==> config.mk <==
export PLATFORM = sky130hd
export DESIGN_NAME = div_seq
export DESIGN_NICKNAME = d
export VERILOG_FILES = /design/src/rtl/div_seq_pkg.sv /design/src/rtl/div_seq.sv
export SDC_FILE = /design/constraint.sdc
export NUM_CORES = 1
export LEC_CHECK = 0
export ABC_AREA = 1
export CAP_MARGIN = 20
export CORE_MARGIN = 5
export CORE_UTILIZATION = 65
export DETAILED_ROUTE_END_ITERATION = 8
export DONT_BUFFER_PORTS = 1
export GPL_ROUTABILITY_DRIVEN = 1
export PLACE_DENSITY_LB_ADDON = 0.08
export SETUP_SLACK_MARGIN = 0.2
export SLEW_MARGIN = 10
export SYNTH_ARGS = -nofsm -noshare
export SYNTH_HDL_FRONTEND = slang
export SYNTH_SLANG_ARGS = --single-unit
==> constraint.sdc <==
create_clock -name clk -period 2.6 [get_ports clk]
set_input_delay 0.52 -clock clk [delete_from_list [all_inputs] [get_ports clk]]
set_output_delay 0.52 -clock clk [all_outputs]
set_load 0.1 [all_outputs]
==> src/rtl/div_seq_pkg.sv <==
// Shared constants for the EX-stage divide sequencer: state codes,
// ready/start encodings and the iteration count.
package div_seq_pkg;

    localparam logic [1:0] DivFree   = 2'b00;
    localparam logic [1:0] DivByZero = 2'b01;
    localparam logic [1:0] DivOn     = 2'b10;
    localparam logic [1:0] DivEnd    = 2'b11;

    localparam logic DivResultReady    = 1'b1;
    localparam logic DivResultNotReady = 1'b0;
    localparam logic DivStart          = 1'b1;
    localparam logic DivStop           = 1'b0;

    localparam logic [5:0] DivIterCnt = 6'd32;

    typedef enum logic [1:0] {
        ST_FREE   = DivFree,
        ST_BYZERO = DivByZero,
        ST_ON     = DivOn,
        ST_END    = DivEnd
    } div_state_t;

endpackage

==> src/rtl/div_seq.sv <==
// Restoring DIV/DIVU sequencer returning {remainder, quotient} for HI/LO.
// Latency: ready_o DATA_W+1 edges after the accepting edge, 1 edge for divide-by-zero.
// Backpressure: stallreq_o holds the pipeline while start_i is high and no result is ready.
module div_seq
    import div_seq_pkg::*;
#(
    parameter int DATA_W = int'(DivIterCnt)
) (
    input  logic                  clk,
    input  logic                  rst,
    input  logic                  signed_div_i,
    input  logic [DATA_W-1:0]     opdata1_i,
    input  logic [DATA_W-1:0]     opdata2_i,
    input  logic                  start_i,
    input  logic                  annul_i,
    output logic [2*DATA_W-1:0]   result_o,
    output logic                  ready_o,
    output logic                  stallreq_o
);

    localparam int CNT_W = $clog2(DATA_W + 1);

    div_state_t          state;
    logic [CNT_W-1:0]    cnt;
    logic [2*DATA_W:0]   work;
    logic [DATA_W-1:0]   divisor;
    logic                neg_quot;
    logic                neg_rem;

    logic                dvd_neg;
    logic                dvs_neg;
    logic [DATA_W-1:0]   dvd_abs;
    logic [DATA_W-1:0]   dvs_abs;
    logic [DATA_W:0]     diff;
    logic [DATA_W-1:0]   quot;
    logic [DATA_W-1:0]   rem;
    logic [DATA_W-1:0]   quot_fix;
    logic [DATA_W-1:0]   rem_fix;

    assign stallreq_o = start_i & ~ready_o;

    assign dvd_neg = signed_div_i & opdata1_i[DATA_W-1];
    assign dvs_neg = signed_div_i & opdata2_i[DATA_W-1];
    assign dvd_abs = dvd_neg ? (~opdata1_i + 1'b1) : opdata1_i;
    assign dvs_abs = dvs_neg ? (~opdata2_i + 1'b1) : opdata2_i;

    // Trial subtraction of the divisor from the partial remainder; bit DATA_W is the borrow.
    assign diff = {1'b0, work[2*DATA_W-1:DATA_W]} - {1'b0, divisor};

    assign quot     = work[DATA_W-1:0];
    assign rem      = work[2*DATA_W:DATA_W+1];
    assign quot_fix = neg_quot ? (~quot + 1'b1) : quot;
    assign rem_fix  = neg_rem  ? (~rem  + 1'b1) : rem;

    always_ff @(posedge clk) begin
        if (rst) begin
            state    <= ST_FREE;
            cnt      <= '0;
            work     <= '0;
            divisor  <= '0;
            neg_quot <= 1'b0;
            neg_rem  <= 1'b0;
            result_o <= '0;
            ready_o  <= DivResultNotReady;
        end else begin
            case (state)
                ST_FREE: begin
                    result_o <= '0;
                    ready_o  <= DivResultNotReady;
                    if (start_i == DivStart && !annul_i) begin
                        if (opdata2_i == '0) begin
                            state <= ST_BYZERO;
                        end else begin
                            state    <= ST_ON;
                            cnt      <= '0;
                            work     <= {{DATA_W{1'b0}}, dvd_abs, 1'b0};
                            divisor  <= dvs_abs;
                            // Sign fix-ups are captured now so later operand changes are ignored.
                            neg_quot <= dvd_neg ^ dvs_neg;
                            neg_rem  <= dvd_neg;
                        end
                    end
                end

                ST_BYZERO: begin
                    result_o <= '0;
                    ready_o  <= DivResultReady;
                    state    <= ST_END;
                end

                ST_ON: begin
                    if (annul_i) begin
                        state    <= ST_FREE;
                        result_o <= '0;
                        ready_o  <= DivResultNotReady;
                    end else if (cnt != CNT_W'(DATA_W)) begin
                        if (diff[DATA_W]) begin
                            work <= {work[2*DATA_W-1:0], 1'b0};
                        end else begin
                            work <= {diff[DATA_W-1:0], work[DATA_W-1:0], 1'b1};
                        end
                        cnt <= cnt + 1'b1;
                    end else begin
                        result_o <= {rem_fix, quot_fix};
                        ready_o  <= DivResultReady;
                        state    <= ST_END;
                    end
                end

                ST_END: begin
                    // Result is held until the pipeline advances and start_i drops.
                    if (start_i == DivStop || annul_i) begin
                        state    <= ST_FREE;
                        result_o <= '0;
                        ready_o  <= DivResultNotReady;
                    end
                end

                default: begin
                    state <= ST_FREE;
                end
            endcase
        end
    end

endmodule
==> results.md <==
- Status: finished, final reports clean
- Die Y: 151 um
- Vias per inst: approximately 5.7
- Number of synthesized flops with an enable pin: 0
- Internal power: 0.00616 W
- Final Wtd Congestion: ~1.0
- Clock power share: a little over a fifth
- Leak: 7.09 nW
- First-pass GRT wire length: roughly 65 mm
- Max Cap Viol: 0
- Clk slew on worst S/H paths: roughly 0.07 ns
- Layout cell share with drive strength beyond 1: 9.12%
- Yosys cell types: 48
- Achievable Freq: 0.433 GHz
- CP Class: flip-flop to flip-flop
- Hold slack: 0.141 ns
- Wire per inst: ~16 um
- Largest net degree at the start of global routing: around 140
- Drt initial violations: roughly 1700
- Longest Clk Path Bufs: 2
- Fillers: 1712
- Gate count of the mapped netlist: approximately 2200
- # IOs: around 140
- Syn Area/Cell: 5.83 um2
- Syn Nets: 2339
- CTS buffer count: 17
- Post-synthesis mux area share: 0%
- Max Transition Viols Final: 0
- Comb pwr share: between 50% and 60%
- Period utilization: between 80 and 90%
- Cell taking the most area after synthesis: dfxtp_1
- Switching share of total power: roughly 50%
- Cell with the most instances after synthesis: nand2_1
- Delay-heaviest family, CP: simple AND/OR/NAND/NOR gates
- XOR/XNOR Fraction of Synth Area: under 10%
- Flops & latches, synth: 172
- Post-synth ARST share: 0%
- Worst Skew: between 0.01 and 0.015 ns
- Slew HR: between 40 and 50%
- Root buffer cell: clkbuf_16
- Post-synth top cells: nand2_1 (708), inv_1 (306), nand3_1 (214), nor2_1 (208), a21oi_1 (195)
- Slew of the pin with the lowest slew margin: around 0.79 ns
- Port Buffer Count: 0
- Die X-Extent: about 150 um
- Area growth syn-to-layout: 11.9%
- Remaining Overflow, GRT: 0
- Critical path required time: slightly below 3 ns
- Min-Delay Path Class: input port to flip-flop
- Initial antenna violation count: 1
- Total negative slack: 0 ns
- Post-detail-place hpwl: just over 30 mm
- Crit. End Element: flip-flop
- CP startpoint kind: flip-flop
- Total Routing Usage GR: a little over a third
- Synth warn: 0
- Simple-Gate Fraction of Synth Area: between 30% and 40%
- Clock latency on the worst-skew pair: around 0.45 ns
- Top post-synthesis cells by area: dfxtp_1 (27%), nand2_1 (20%), inv_1 (8.9%)
- Vias in the first global route: about 13000
- Die area: 0.0229 mm2
- Sw power: just under 0.006 W
- Crit-path slowest cell: dfxtp_1
- Final antenna-violating net count: 0
- Critical-path cell list: ha_1 -> nand2_2 -> inv_2 -> nand2_1 -> nand2_1 -> inv_1 -> nand2_1 -> a21oi_4 -> nand2_8 -> buf_12 -> buf_4 -> nor2_1 -> nor2_1 -> nand2_1 -> a21oi_1
- Core ar.: 0.0196 mm2
- Compound-cell area share of the yosys netlist: roughly an eighth
- Crit path largest cell delay: 0.50 ns
- Post-Route WL: 40.9 mm
- Clock sinks: approximately 170
- FP Rows: 51
- Largest family of logic cells by synthesized area: simple AND/OR/NAND/NOR gates
- Synthesized area: approximately 0.013 mm2
- Vias: between 10000 and 15000
- H-tree levels: 4
- Post-Synth Adder-Cell Area: under 10%
- Area share of the largest cell type after synthesis: around a quarter
- Crit Path Max Fanout: 8
- Unrepaired setup endpoints after global routing: false
- Drt pass-1 iters: 7
- Final setup viols: 0
- Cell mode on critical path: nand2_1
- Worst IR Drop VDD: roughly 0.95 mV
- Initial Util: between 60% and 70%
- Final Hold Fails: 0
- Register area share after synthesis: 26.5%
- Fin nets: 2391
- Buffers & Inverters on Critical Path: 4
- TritonCTS clock tree: yes
- PwrDens: between 800 and 900 mW/mm2
- Register share of total power: 27.6%
- Remaining DRCs: 0
- Tmin final: around 2.3 ns
- Primary FF master, synth: dfxtp_1
- Worst EP arrival: approximately 2.6 ns
==> what timing repair did <==
action / in CTS / in global routing
cloned: 1 / 1
endpoints found under the setup margin: 17 / 34
gates resized for setup: 2 / 21
pin swaps: 1 / 3
hold buffers: 0 / 0
buffers inserted: 1 / 4
==> cells in the final DEF, fill, tap and decap left out, types with 19 or more instances in the layout <==
master	netlist	routed
nor3_1	19	19
ha_1	43	39
dfxtp_1	172	166
inv_1	306	305
nand3_1	214	212
nand4_1	35	35
o21ai_0	95	95
xnor2_1	19	19
nor2_1	208	205
xor2_1	42	42
nand2_1	708	705
buf_4	4	100
a21oi_1	195	193
==> per-layer routing <==
metal	wire, um	global-route usage, %
met1	17000	49.6
met2	17400	53.9
met3	5160	7.81
met4	1320	11.4
met5	0	0
==> cell families after synthesis <==
logic type,Yosys count
AOI/OAI and AO/OA,327
and+or+nand+nor,1229
DFF,172
xor gates and xnor gates,61
adders and majority gates,44
buffers and inverters,393
==> through the flow <==
step | setup slack, ns | cell area [um2] | power (W) | cells | utilization (%)
final | 0.290 | 14500 | 0.0121 | 2557 | 74.1
after global routing | 0.184 | 14500 | 0.0129 | 2557 | 74.1
after CTS | 0.215 | 14400 | 0.0118 | 2551 | 73.6
after detailed placement | 0.198 | 13800 | 0.00914 | 2517 | 70.3
after global placement | 0.318 | 13800 | 0.00904 | 2517 | 70.3
after floorplan | 0.431 | 13000 | 0.00770 | 2226 | -
==> path summary, 6_finish.rpt <==
path	to	depth (start not counted)	from	slack (ns)
setup / recovery	work[57]$_SDFFE_PP0P_	15	work[54]$_SDFFE_PP0P_	0.29
hold / removal	result_o[38]$_SDFFE_PP0P_	1	rst	0.14
setup reg to reg	work[57]$_SDFFE_PP0P_	15	work[54]$_SDFFE_PP0P_	0.29
hold reg to reg	result_o[24]$_SDFFE_PP0P_	2	result_o[24]$_SDFFE_PP0P_	0.47
==> cell type report <==
class / instances / area (um2) / share of cell area, %
Clock buffer: 17 / 425 / 2.93
Tap cell: 265 / 332 / 2.28
Antenna cell: 1 / 2.50 / 0.0172
Timing Repair Buffer: 108 / 915 / 6.30
Multi-Input combinational cell: 1661 / 8030 / 55.3
Inverter: 318 / 1190 / 8.22
Sequential cell: 172 / 3450 / 23.8
Clock inverter: 15 / 171 / 1.18
==> power by group through the flow <==
| stage | clock network (W) | registers, W | logic (W) |
|---|---|---|---|
| 2_1_floorplan | 0 | 0.00342 | 0.00428 |
| 3_3_place_gp | 0 | 0.00334 | 0.00570 |
| 3_5_place_dp | 0 | 0.00336 | 0.00578 |
| 4_1_cts | 0.00258 | 0.00330 | 0.00591 |
| 5_1_grt | 0.00269 | 0.00336 | 0.00683 |
| 6_report | 0.00258 | 0.00334 | 0.00618 |
==> worst register-to-register path, cell delays in order (launching register included) <==
cell,delay (ns)
dfxtp_1,0.50
ha_1,0.34
nand2_2,0.13
inv_2,0.03
nand2_1,0.05
nand2_1,0.06
inv_1,0.06
nand2_1,0.10
a21oi_4,0.28
nand2_8,0.13
buf_12,0.16
buf_4,0.13
nor2_1,0.08
nor2_1,0.04
nand2_1,0.06
a21oi_1,0.05
==> flip-flops by register name, indices dropped and copies added, names as in the netlist <==
name / flops
divisor: 32
ready_o: 1
neg_quot: 1
state: 2
work: 65
cnt: 6
result_o: 64
neg_rem: 1
(Power assumes the default switching activity.)
